## src/rtl/gpio_debounce.sv

```systemverilog
// Per-bit synchroniser and debounce filter for raw board pins.
// Produces clean clk-synchronous levels plus one-cycle rise/fall pulses.
module gpio_debounce #(
  parameter int unsigned WIDTH           = 1,
  parameter int unsigned SYNC_STAGES     = 2,
  parameter int unsigned DEBOUNCE_CYCLES = 1000000,
  parameter int unsigned CNT_W           = 20,
  parameter logic        RESET_VAL       = 1'b0
) (
  input  logic             clk,
  input  logic             rst_n,
  input  logic [WIDTH-1:0] din,
  output logic [WIDTH-1:0] dout,
  output logic [WIDTH-1:0] rise,
  output logic [WIDTH-1:0] fall
);

  typedef enum logic {
    ST_STABLE  = 1'b0,
    ST_PENDING = 1'b1
  } state_t;

  localparam logic [CNT_W-1:0] LP_LAST = CNT_W'(DEBOUNCE_CYCLES - 1);

  logic [SYNC_STAGES-1:0][WIDTH-1:0] r_sync;
  logic [WIDTH-1:0]                  w_s;
  logic [WIDTH-1:0]                  r_dout;
  logic [WIDTH-1:0]                  r_rise;
  logic [WIDTH-1:0]                  r_fall;
  logic [CNT_W-1:0]                  r_cnt   [WIDTH];
  state_t                            r_state [WIDTH];

  always_ff @(posedge clk or negedge rst_n) begin
    if (!rst_n) begin
      r_sync <= {SYNC_STAGES{{WIDTH{RESET_VAL}}}};
    end else begin
      r_sync <= {r_sync[SYNC_STAGES-2:0], din};
    end
  end

  assign w_s = r_sync[SYNC_STAGES-1];

  // cnt counts cycles s has differed from dout; commit when it reaches the last value.
  always_ff @(posedge clk or negedge rst_n) begin
    if (!rst_n) begin
      r_dout <= {WIDTH{RESET_VAL}};
      r_rise <= '0;
      r_fall <= '0;
      for (int unsigned i = 0; i < WIDTH; i++) begin
        r_cnt[i]   <= '0;
        r_state[i] <= ST_STABLE;
      end
    end else begin
      for (int unsigned i = 0; i < WIDTH; i++) begin
        r_rise[i] <= 1'b0;
        r_fall[i] <= 1'b0;
        unique case (r_state[i])
          ST_STABLE: begin
            if (w_s[i] == r_dout[i]) begin
              r_cnt[i] <= '0;
            end else if (DEBOUNCE_CYCLES == 1) begin
              r_dout[i] <= w_s[i];
              r_rise[i] <= w_s[i];
              r_fall[i] <= ~w_s[i];
              r_cnt[i]  <= '0;
            end else begin
              r_state[i] <= ST_PENDING;
              r_cnt[i]   <= CNT_W'(1);
            end
          end
          ST_PENDING: begin
            if (w_s[i] == r_dout[i]) begin
              r_state[i] <= ST_STABLE;
              r_cnt[i]   <= '0;
            end else if (r_cnt[i] == LP_LAST) begin
              r_dout[i]  <= w_s[i];
              r_rise[i]  <= w_s[i];
              r_fall[i]  <= ~w_s[i];
              r_state[i] <= ST_STABLE;
              r_cnt[i]   <= '0;
            end else begin
              r_cnt[i] <= r_cnt[i] + CNT_W'(1);
            end
          end
          default: begin
            r_state[i] <= ST_STABLE;
            r_cnt[i]   <= '0;
          end
        endcase
      end
    end
  end

  assign dout = r_dout;
  assign rise = r_rise;
  assign fall = r_fall;

endmodule

```

## config.mk

```make
export PLATFORM = sky130hd
export DESIGN_NAME = gpio_debounce
export DESIGN_NICKNAME = d
export VERILOG_FILES = /design/src/rtl/gpio_debounce.sv
export SDC_FILE = /design/constraint.sdc
export NUM_CORES = 1
export LEC_CHECK = 0
export BUFFER_PORTS_ARGS = -buffer_cell sky130_fd_sc_hd__buf_4
export CORE_MARGIN = 1
export CORE_UTILIZATION = 59
export CTS_BUF_LIST = sky130_fd_sc_hd__clkbuf_16
export CTS_CLUSTER_SIZE = 12
export DETAILED_ROUTE_END_ITERATION = 6
export HOLD_SLACK_MARGIN = 0.03
export PLACE_DENSITY = 0.88
export SLEW_MARGIN = 40
export SYNTH_ARGS = -nofsm -noshare
export SYNTH_HDL_FRONTEND = slang
export SYNTH_SLANG_ARGS = --single-unit
```

## constraint.sdc

```tcl
create_clock -name clk -period 4.6 [get_ports clk]
set_clock_uncertainty 0.2 [all_clocks]
set_input_delay 0.69 -clock clk [delete_from_list [all_inputs] [get_ports clk]]
set_output_delay 0.69 -clock clk [all_outputs]
set_load 0.005 [all_outputs]
```

==> run_results.csv <==
group,metric,value,unit
floorplan,ios,6,
min_path,type_of_the_worst_min_delay_path,"in2async",
detailed_routing,route.detailed.drc,0,
detailed_routing,dr_total_vias,920,
logic_synthesis,synth_seq_area_share,52.7,%
setup_path,rr_startpoint,"r_cnt[0]$_DFF_PN0_",
logic_synthesis,ys_warn_count,0,
floorplan,placementRows,16,
sta,fin_setup_tns,0,ns
clock_network,postCtsSetupBuffers,0,
final_layout,area_used_by_multi_input_combinational_logic,551,sq um
placement,gpl.final_weighted_congestion,0.834,
global_route,grt_antenna_before_repair,0,
clock_network,clock_sink_count,26,
sta,max_slew.worst_pin.slew,0.722,ns
floorplan,area_of_the_die,0.00228,sq mm
floorplan,die_h,47.8,um
global_route,globalRouteOverflowTotal,0,
final_layout,final_core_occ,70.8,%
detailed_routing,routed_wirelength,2.33,mm
clock_network,postCtsResizedCells,0,
setup_path,critPathKind,"reg2reg",
setup_path,crit_chain,"ha_1 > and4_2 > nand2_1 > o21ai_2 > nor2_1",
placement,placement.cell_area,0.00128,sq mm
detailed_routing,drt_first_pass_iters,4,
detailed_routing,wl_per_cell,15.3,um
logic_synthesis,synth.ff_latch_count,26,
global_route,maximum_number_of_pins_on_one_net_before_global_route_repair,27,
logic_synthesis,netlist_instances,120,
floorplan,core_region_area,0.00196,sq mm
clock_network,cts_made_buffers,3,
floorplan,floorplan.initialDensity,62.9,%
sta,timing_hold_violations_final,0,
logic_synthesis,synth_cell_types,30,
clock_network,max-clock-path-buffers,2,
clock_network,clock_tree.root_cell,"sky130_fd_sc_hd__clkbuf_16",
power,power.static_leakage,0.000574,uW
sta,setup_viol_count_final,0,
final_layout,final_layout_size_suffix_gt1_share,11.2,%
final_layout,final_common_cell,"sky130_fd_sc_hd__dfrtp_1",
clock_network,clkLatencyLatePin,0.26,ns
floorplan,die_width,47.8,um
setup_path,setup.reg_to_reg.worst_slack,2.35,ns
setup_path,crit_path_top_delay_cell,"sky130_fd_sc_hd__o21ai_2",
sta,max_slew_margin_vs_limit,51.9,%
sta,setup_slack,2.35,ns
sta,final_clock_period_utilization_by_the_worst_path,48.8,%
sta,timing_max_transition_violations_final,0,
setup_path,crit_path_start_kind,"flip-flop",
power,peakVddDrop,0.292,mV
setup_path,worstPathArrival,2.16,ns
final_layout,num-fill-cells,155,
setup_path,slowest_delay,0.63,ns
detailed_routing,via_count_normalized_by_instance_count,6.05,
final_layout,synthToLayoutAreaGrowth,12.5,%
power,powerDensity,357,mW/mm^2
global_route,grt_pass1_vias,884,
global_route,grt_util_all_layers,24.3,%
job,drv_cap,0,
detailed_routing,first_iter_violations,34,
logic_synthesis,synthesis.area,0.00123,sq mm
setup_path,worstRegToRegCells,5,
clock_network,htree_levels,1,
final_layout,antenna-diode-count,0,
final_layout,register_area,651,sq um
final_layout,final_area,0.00139,sq mm
detailed_routing,detail-route-antenna-nets,0,
setup_path,timing.critical_path.required,4.51,ns
final_layout,final_nets,130,
global_route,grt_pass1_wl,3.83,mm
sta,minimum_period_implied_by_the_final_worst_setup_slack,2.25,ns
setup_path,critical_path.endpoint_type,"flip-flop",
placement,dpl_worst_slack,2.39,ns
logic_synthesis,synth.avg_cell_area,10.3,sq um
sta,timing.fmax,0.445,GHz
clock_network,tritoncts,"done",
setup_path,maximum_fanout_count_along_the_critical_path,19,
clock_network,cts-hold-fix-buffers,0,
setup_path,r2r-end,"r_cnt[12]$_DFF_PN0_",
placement,dp.final_hpwl,1.57,mm
status,status,"completed",
sta,unrepaired_setup_endpoints_after_global_routing,"no",
logic_synthesis,synth.net_count,124,
placement,portBuffers,5,
clock_network,worst_setup_hold_path_clk_slew,0.06,ns
final_layout,most-common-layout-cells,"sky130_fd_sc_hd__dfrtp_1, sky130_fd_sc_hd__nor2_1, sky130_fd_sc_hd__xor2_1, sky130_fd_sc_hd__nand2_1",
-- area by class of cell --
type	instances	share of cell area [%]
flip-flops and latches	26	46.8
clock inverters	1	2.16
repair buffers	5	2.70
inverters	3	0.811
clock buffers	3	5.41
well taps	27	2.43
multi-input cells	87	39.6
-- worst max path at each step --
stage / to / slack [ns] / start
final: r_cnt[12]$_DFF_PN0_ / 2.35 / r_cnt[0]$_DFF_PN0_
after global placement: r_cnt[3]$_DFF_PN0_ / 2.45 / r_cnt[0]$_DFF_PN0_
after CTS: r_cnt[12]$_DFF_PN0_ / 2.35 / r_cnt[0]$_DFF_PN0_
after floorplan: r_cnt[10]$_DFF_PN0_ / 2.65 / r_cnt[0]$_DFF_PN0_
after global routing: r_cnt[10]$_DFF_PN0_ / 2.19 / r_cnt[0]$_DFF_PN0_
after detailed placement: r_cnt[12]$_DFF_PN0_ / 2.39 / r_cnt[0]$_DFF_PN0_
-- cells in the mapped netlist --
cell type | count | share of area (%)
sky130_fd_sc_hd__a21oi_1 | 6 | 2.4
sky130_fd_sc_hd__and3_1 | 2 | 1.0
sky130_fd_sc_hd__and3b_1 | 2 | 1.4
sky130_fd_sc_hd__and4_1 | 2 | 1.4
sky130_fd_sc_hd__and4_2 | 1 | 0.81
sky130_fd_sc_hd__buf_2 | 2 | 0.81
sky130_fd_sc_hd__buf_4 | 1 | 0.61
sky130_fd_sc_hd__clkbuf_2 | 1 | 0.40
sky130_fd_sc_hd__dfrtp_1 | 26 | 53
sky130_fd_sc_hd__ha_1 | 1 | 1.0
sky130_fd_sc_hd__inv_1 | 3 | 0.91
sky130_fd_sc_hd__mux2_2 | 1 | 0.91
sky130_fd_sc_hd__nand2_1 | 7 | 2.1
sky130_fd_sc_hd__nand3_1 | 6 | 2.4
sky130_fd_sc_hd__nand3_2 | 1 | 0.81
sky130_fd_sc_hd__nand4_1 | 5 | 2.5
sky130_fd_sc_hd__nand4_2 | 1 | 1.0
sky130_fd_sc_hd__nand4b_1 | 1 | 0.71
sky130_fd_sc_hd__nor2_1 | 17 | 5.2
sky130_fd_sc_hd__nor3_1 | 2 | 0.81
sky130_fd_sc_hd__nor4_1 | 4 | 2.0
sky130_fd_sc_hd__nor4b_1 | 1 | 0.71
sky130_fd_sc_hd__o21ai_0 | 2 | 0.81
sky130_fd_sc_hd__o21ai_2 | 1 | 0.71
sky130_fd_sc_hd__o21bai_1 | 1 | 0.61
sky130_fd_sc_hd__o31ai_1 | 3 | 1.8
sky130_fd_sc_hd__or3_1 | 3 | 1.5
sky130_fd_sc_hd__or4_1 | 3 | 1.8
sky130_fd_sc_hd__xnor2_1 | 6 | 4.3
sky130_fd_sc_hd__xor2_1 | 8 | 5.7
-- cell families after synthesis --
kind of cell | after synthesis | share of synthesized area, %
AOI/OAI and AO/OA | 13 | 6.38
xor gates and xnor gates | 14 | 9.93
adders and majority gates | 1 | 1.01
buffers and inverters | 7 | 2.74
DFF | 26 | 52.7
muxes | 1 | 0.912
and+or+nand+nor | 58 | 26.3
-- power breakdown --
group | switching [uW] | internal, uW | leakage [uW]
registers | 1.99 | 231 | 0.000354
logic | 9.54 | 3.50 | 0.000169
clock network | 76.9 | 173 | 0.0000511
total | 88.4 | 408 | 0.000574
-- through the flow --
stage               hold WS, ns  power [uW]  instances
floorplan                 0.131         243        120
global placement          0.135         250        148
detailed placement        0.140         251        148
CTS                       0.134         497        152
global route              0.149         507        152
finish                    0.118         496        152
-- state kept, by name, summed over array words and instances, names as in the netlist --
name     count
w_s          1
fall         1
rise         1
dout         1
r_sync       1
r_state      1
r_cnt       20
-- per-layer routing --
| metal | wire, um | part of all wire [%] | track usage [%] | up-vias |
|---|---|---|---|---|
| met1 | 1070 | 46 | 30.8 | 460 |
| met3 | 57 | 2.4 | 3.77 | 5 |
| met2 | 1160 | 50 | 41.9 | 16 |
| li1 | - | - | - | 439 |
| met4 | 39 | 1.7 | 8.89 | 0 |
| met5 | 0 | 0 | 0 | - |
-- critical path: cells and delay by family, from the launching register on --
family / cells / cell delay, ns
AO/OA/AOI/OAI: 1 / 0.63
adder cells (fa/ha/maj): 1 / 0.24
flip-flops: 1 / 0.40
AND/OR/NAND/NOR: 3 / 0.63
Power figures use the tool's default switching activity.
